`src/rtl/i2c_slave.sv`:
```
// i2c_slave: I2C responder with START/STOP decode, 7-bit address match,
// byte receive/transmit and ACK generation, oversampled on clk.
// Optional build macro: I2C_SLAVE_GLITCH_FILTER_EN adds a 3-sample majority
// filter ahead of the sclk/sda_in sampling registers (2 extra clk latency).
module i2c_slave #(
   parameter logic [6:0] ADDR = 7'h50
) (
   input  logic       clk,
   input  logic       rst,
   input  logic       sclk,
   input  logic       sda_in,
   output logic       sda_out,
   input  logic [7:0] data_in,
   output logic [7:0] data_out,
   output logic       data_valid,
   output logic       rd_req,
   output logic       busy,
   output logic [3:0] state
);

   localparam int unsigned DW = 8;
   localparam int unsigned CW = 3;

   typedef enum logic [3:0] {
      S_IDLE     = 4'd0,
      S_ADDR     = 4'd1,
      S_ADDR_ACK = 4'd2,
      S_RX       = 4'd3,
      S_RX_ACK   = 4'd4,
      S_TX       = 4'd5,
      S_TX_ACK   = 4'd6,
      S_IGNORE   = 4'd7
   } state_t;

   logic          w_scl_in, w_sda_in;
   logic          r_scl_q, r_scl_qq, r_sda_q, r_sda_qq;
   logic          w_rise, w_fall, w_start, w_stop;

   state_t        r_state, w_state_n;
   logic [DW-1:0] r_shift, w_shift_n;
   logic [DW-1:0] r_tx, w_tx_n;
   logic [CW-1:0] r_cnt, w_cnt_n;
   logic          r_full, w_full_n;
   logic          r_rw, w_rw_n;
   logic          r_sda_out, w_sda_n;
   logic [DW-1:0] r_data_out, w_dout_n;
   logic          r_dv, w_dv_n;
   logic          r_rd, w_rd_n;
   logic          r_busy, w_busy_n;

`ifdef I2C_SLAVE_GLITCH_FILTER_EN
   logic [2:0] r_scl_f, r_sda_f;

   // Majority-of-three history registers for the raw bus pins
   always_ff @(posedge clk) begin
      if (rst) begin
         r_scl_f <= 3'b111;
         r_sda_f <= 3'b111;
      end else begin
         r_scl_f <= {r_scl_f[1:0], sclk};
         r_sda_f <= {r_sda_f[1:0], sda_in};
      end
   end

   assign w_scl_in = (r_scl_f[0] & r_scl_f[1]) | (r_scl_f[0] & r_scl_f[2]) | (r_scl_f[1] & r_scl_f[2]);
   assign w_sda_in = (r_sda_f[0] & r_sda_f[1]) | (r_sda_f[0] & r_sda_f[2]) | (r_sda_f[1] & r_sda_f[2]);
`else
   assign w_scl_in = sclk;
   assign w_sda_in = sda_in;
`endif

   // Two-stage sampling of the bus; resets to the idle-high bus level
   always_ff @(posedge clk) begin
      if (rst) begin
         r_scl_q  <= 1'b1;
         r_scl_qq <= 1'b1;
         r_sda_q  <= 1'b1;
         r_sda_qq <= 1'b1;
      end else begin
         r_scl_q  <= w_scl_in;
         r_scl_qq <= r_scl_q;
         r_sda_q  <= w_sda_in;
         r_sda_qq <= r_sda_q;
      end
   end

   assign w_rise  =  r_scl_q & ~r_scl_qq;
   assign w_fall  = ~r_scl_q &  r_scl_qq;
   assign w_start =  r_scl_q &  r_scl_qq & ~r_sda_q &  r_sda_qq;
   assign w_stop  =  r_scl_q &  r_scl_qq &  r_sda_q & ~r_sda_qq;

   // State and datapath registers
   always_ff @(posedge clk) begin
      if (rst) begin
         r_state    <= S_IDLE;
         r_shift    <= '0;
         r_tx       <= '0;
         r_cnt      <= '0;
         r_full     <= 1'b0;
         r_rw       <= 1'b0;
         r_sda_out  <= 1'b1;
         r_data_out <= '0;
         r_dv       <= 1'b0;
         r_rd       <= 1'b0;
         r_busy     <= 1'b0;
      end else begin
         r_state    <= w_state_n;
         r_shift    <= w_shift_n;
         r_tx       <= w_tx_n;
         r_cnt      <= w_cnt_n;
         r_full     <= w_full_n;
         r_rw       <= w_rw_n;
         r_sda_out  <= w_sda_n;
         r_data_out <= w_dout_n;
         r_dv       <= w_dv_n;
         r_rd       <= w_rd_n;
         r_busy     <= w_busy_n;
      end
   end

   // Next-state and output logic; bus conditions override bit events
   always_comb begin
      w_state_n = r_state;
      w_shift_n = r_shift;
      w_tx_n    = r_tx;
      w_cnt_n   = r_cnt;
      w_full_n  = r_full;
      w_rw_n    = r_rw;
      w_sda_n   = r_sda_out;
      w_dout_n  = r_data_out;
      w_dv_n    = 1'b0;
      w_rd_n    = 1'b0;
      w_busy_n  = r_busy;

      if (w_stop) begin
         w_state_n = S_IDLE;
         w_sda_n   = 1'b1;
         w_busy_n  = 1'b0;
         w_cnt_n   = '0;
         w_full_n  = 1'b0;
      end else if (w_start) begin
         w_state_n = S_ADDR;
         w_sda_n   = 1'b1;
         w_busy_n  = 1'b1;
         w_cnt_n   = '0;
         w_full_n  = 1'b0;
      end else begin
         case (r_state)
            S_ADDR, S_RX: begin
               if (w_rise) begin
                  w_shift_n = {r_shift[DW-2:0], r_sda_q};
                  w_cnt_n   = r_cnt + CW'(1);
                  if (r_cnt == CW'(7)) w_full_n = 1'b1;
               end else if (w_fall && r_full) begin
                  w_full_n = 1'b0;
                  if (r_state == S_RX) begin
                     w_dout_n  = r_shift;
                     w_dv_n    = 1'b1;
                     w_sda_n   = 1'b0;
                     w_state_n = S_RX_ACK;
                  end else if (r_shift[DW-1:1] == ADDR) begin
                     w_rw_n    = r_shift[0];
                     w_sda_n   = 1'b0;
                     w_state_n = S_ADDR_ACK;
                  end else begin
                     w_state_n = S_IGNORE;
                  end
               end
            end
            S_ADDR_ACK: begin
               if (w_fall) begin
                  w_cnt_n = '0;
                  if (r_rw) begin
                     w_tx_n    = {data_in[DW-2:0], 1'b0};
                     w_sda_n   = data_in[DW-1];
                     w_rd_n    = 1'b1;
                     w_state_n = S_TX;
                  end else begin
                     w_sda_n   = 1'b1;
                     w_state_n = S_RX;
                  end
               end
            end
            S_RX_ACK: begin
               if (w_fall) begin
                  w_sda_n   = 1'b1;
                  w_cnt_n   = '0;
                  w_state_n = S_RX;
               end
            end
            S_TX: begin
               // bit 7 went out on entry; falls 0..6 shift out bits 6..0
               if (w_fall) begin
                  w_cnt_n = r_cnt + CW'(1);
                  if (r_cnt == CW'(7)) begin
                     w_sda_n   = 1'b1;
                     w_state_n = S_TX_ACK;
                  end else begin
                     w_sda_n = r_tx[DW-1];
                     w_tx_n  = {r_tx[DW-2:0], 1'b0};
                  end
               end
            end
            S_TX_ACK: begin
               if (w_rise && r_sda_q) begin
                  w_state_n = S_IGNORE;
               end else if (w_fall) begin
                  w_tx_n    = {data_in[DW-2:0], 1'b0};
                  w_sda_n   = data_in[DW-1];
                  w_rd_n    = 1'b1;
                  w_cnt_n   = '0;
                  w_state_n = S_TX;
               end
            end
            S_IGNORE: begin
               w_sda_n = 1'b1;
            end
            default: begin
               w_state_n = S_IDLE;
            end
         endcase
      end
   end

   assign sda_out    = r_sda_out;
   assign data_out   = r_data_out;
   assign data_valid = r_dv;
   assign rd_req     = r_rd;
   assign busy       = r_busy;
   assign state      = r_state;

endmodule

```
`config.mk`:
```
export PLATFORM = sky130hd
export DESIGN_NAME = i2c_slave
export DESIGN_NICKNAME = d
export VERILOG_FILES = /design/src/rtl/i2c_slave.sv
export SDC_FILE = /design/constraint.sdc
export NUM_CORES = 1
export LEC_CHECK = 0
export CORE_UTILIZATION = 31
export DETAILED_ROUTE_END_ITERATION = 8
export GPL_TIMING_DRIVEN = 0
export PLACE_DENSITY = 0.61
export SLEW_MARGIN = 20
export SYNTH_ARGS = -nofsm -noshare
export SYNTH_HDL_FRONTEND = slang
export SYNTH_SLANG_ARGS = --single-unit
```
`constraint.sdc`:
```
create_clock -name clk -period 1.8 [get_ports clk]
set_input_delay 0.36 -clock clk [delete_from_list [all_inputs] [get_ports clk]]
set_output_delay 0.36 -clock clk [all_outputs]
set_load 0.01 [all_outputs]
```
==> run metrics <==
instance count after placement with tap cells included=308; critical path arrival=1.34 ns; area share of the largest cell type after synthesis=43.2%; Worst setup EP type=output pin; Nets=260; global route total overflow=0; Detailed Routing Iterations Pass 1=5; Mapped Area=1810 µm²; Clk Tree Root Cell=sky130_fd_sc_hd__clkbuf_8; count of flip-flops with a built-in enable after synthesis=0; total negative setup slack=0 ns; Mapped Cells=210; simple-gate area share of the yosys netlist=23.3%; cells traversed along the worst timing path=clkdlybuf4s50_1; maximum number of pins on one net before global-route repair=13; power density over the cells=980 nW/µm²; number of buffers added on ports=26; run status=complete, no violations; number of distinct standard cells referenced by the synthesized netlist=47; area of the die=6140 µm²; max-cap violation count=0; internal power consumption=1.52 mW; share of cell area taken by muxes after synthesis=4.99%; Avg Inst Size Synth=8.60 µm²; number of endpoints with negative hold slack in the final report=0; leakage power of the design=0.822 nW; CP Max Fanout=8; clock insertion delay at the later pin of the skew report=0.29 ns; area of the core=5570 µm²; worst hold margin=0.458 ns; critical path startpoint category=flop; GRT Resource Usage Total=13.9%; total routed wirelength=4.03 mm; share of the clock period used by the worst path=94.7%; post-synthesis share of cell area spent on xor and xnor gates=0%; Non-Filler Instances=319; max-slew violation count=0; Setup CP Type=reg -> out; final count of negative-setup-slack endpoints=0; post-synthesis adder-cell area fraction=1.39%; required time at the endpoint of the critical path=1.44 ns; DRC viols=0; clock buffers created by TritonCTS=5; setup repair after global routing missed its margin=no; largest area contributor in the netlist=sky130_fd_sc_hd__dfxtp_1; net switching component of the power=0.767 mW; setup skew after layout=0.00517 ns; Critical Path Max Stage Delay=0.59 ns; Row Count=27; f_max=587 MHz; fraction of the mapped netlist area in compound gates=22.3%; top cells by area, synth=sky130_fd_sc_hd__dfxtp_1 (43%), sky130_fd_sc_hd__nand2_1 (7.1%), sky130_fd_sc_hd__a21oi_1 (6.1%); number of diodes added for antenna fixing=0; vias in the first global route=1464; post-route minimum period=1.70 ns; area grow syn2layout=29.3%; filler cell count in the final layout=573; routed via count divided by cell count=4.85; TritonCTS clock tree=built; placed inst area=2160 µm²; initial antenna violation count=0; synth warn=0; main combinational cell family by area after synthesis=simple AND/OR/NAND/NOR gates; delay-heaviest family, CP=buffers and inverters; number of vias in the routed layout=1547; number of nets with antenna violations after routing=0; max_slew headroom=64.9%; last weighted congestion value of the routability-driven placer=0.849; syn_nets=224; first-pass GRT wire length=6.74 mm; Tightest Pin Transition=0.527 ns; final core utilization=41.9%; register clock-pin slew on the reported worst setup and hold paths=0.07 ns; worst supply voltage drop on vdd=464 µV; Ports=28; Die Wd=78.3 µm; share of layout cells above drive strength 1=17.4%; flip-flop and latch count after synthesis=39; worst min-delay path class=reg -> reg; Sequential Power Share=41.6%; hpwl dp=2.76 mm; post-route standard cell area excluding fillers=2340 µm²; height of the chip=78.3 µm; deepest clock path buffer count=2; starting density of the core=32.4%; average wire length per cell after detail routing=12.6 µm; H-tree depth=2; # clock sinks=39; Buffers & Inverters on Critical Path=1; Clk pwr share=25.4%; First DRT Iteration DRCs=90; Switching Share=33.5%; proportion of synthesized chip area in sequential cells=43.2%; crit path max-delay cell type=sky130_fd_sc_hd__clkdlybuf4s50_1; post-synthesis async set-or-reset flop share=0%; combinational share of power=33.0%; Main synth FF type=sky130_fd_sc_hd__dfxtp_1
[synthesized netlist by cell type, drive strengths merged (3+ instances only)]
| master | n |
|---|---|
| nor2b | 3 |
| nand2b | 5 |
| nor2 | 16 |
| o21ai | 14 |
| nand2 | 35 |
| dfxtp | 39 |
| a21oi | 23 |
| nor3 | 4 |
| or2 | 5 |
| clkbuf | 5 |
| inv | 4 |
| buf | 8 |
| mux2i | 9 |
| a211oi | 8 |
| nor4 | 3 |
| nand3 | 3 |
[final timing paths]
check	start	to	slack, ns	cells after the start
max	state[0]$_SDFFE_PP0P_	state[0]	0.1	1
min	busy$_SDFFE_PP0P_	busy$_SDFFE_PP0P_	0.46	2
max reg2reg	r_cnt[0]$_SDFFE_PP0P_	state[0]$_SDFFE_PP0P_	0.1	7
min reg2reg	busy$_SDFFE_PP0P_	busy$_SDFFE_PP0P_	0.46	2
[layout make-up]
class	count	area, µm²	area share (%)
timing repair buffer	29	280	12.0
clock inverter	2	12.5	0.536
sequential	39	785	33.6
multi-input combinational	154	1000	43.0
clock buffer	6	72.6	3.11
inverter	4	15.0	0.643
buffer	13	76.3	3.27
tap	72	90.1	3.86
[cells by family after synthesis]
family / count (synthesis)
and+or+nand+nor: 83
AOI/OAI and AO/OA: 59
DFF: 39
buffers and inverters: 17
muxes: 9
adders and majority gates: 2
other: 1
[per-stage QoR]
step                power (mW)  setup slack [ns]
floorplan                 1.46             0.134
global placement          1.65           -0.0840
detailed placement        1.65            -0.104
CTS                       2.26          0.000488
global route              2.42            0.0195
finish                    2.29            0.0955
[cells in the final DEF (no fill, tap or decap), types with 4 or more instances in the layout]
master                             n
sky130_fd_sc_hd__dfxtp_1          36
sky130_fd_sc_hd__nand2_1          33
sky130_fd_sc_hd__clkdlybuf4s50_1  26
sky130_fd_sc_hd__a21oi_1          22
sky130_fd_sc_hd__nor2_1           15
sky130_fd_sc_hd__o21ai_0          12
sky130_fd_sc_hd__mux2i_1           9
sky130_fd_sc_hd__clkbuf_1          6
sky130_fd_sc_hd__a211oi_1          6
sky130_fd_sc_hd__nand2b_1          5
sky130_fd_sc_hd__buf_2             5
sky130_fd_sc_hd__or2_2             5
sky130_fd_sc_hd__clkbuf_8          5
sky130_fd_sc_hd__inv_1             4
sky130_fd_sc_hd__nor3_1            4
[registers in the layout, summed over array words and instances (netlist names), 3 cells and up]
register,flops
state,3
r_cnt,3
r_shift,8
data_out,8
r_tx,7
[per-layer routing]
metal / global-route usage (%) / vias up / part of all wire, %
li1: - / 807 / -
met1: 18.0 / 712 / 49
met2: 22.5 / 22 / 46
met3: 4.19 / 6 / 3.9
met4: 3.89 / 0 / 0.94
met5: 0 / - / 0
[power by group through the flow]
| stage | logic, mW | clock network (mW) | registers [mW] |
|---|---|---|---|
| final | 0.756 | 0.581 | 0.953 |
| after global routing | 0.829 | 0.633 | 0.962 |
| after global placement | 0.681 | 0 | 0.970 |
| after floorplan | 0.485 | 0 | 0.974 |
| after detailed placement | 0.682 | 0 | 0.969 |
| after CTS | 0.716 | 0.594 | 0.949 |
[timing repair]
action                     in CTS  in global routing
gates resized for setup         3                 15
buffers inserted                2                  0
pin swaps                       2                  5
gates cloned                    0                  1
hold endpoints to repair        0                  0
hold buffers                    0                  0
setup endpoints to repair       7                 19
Power figures use the tool's default switching activity.
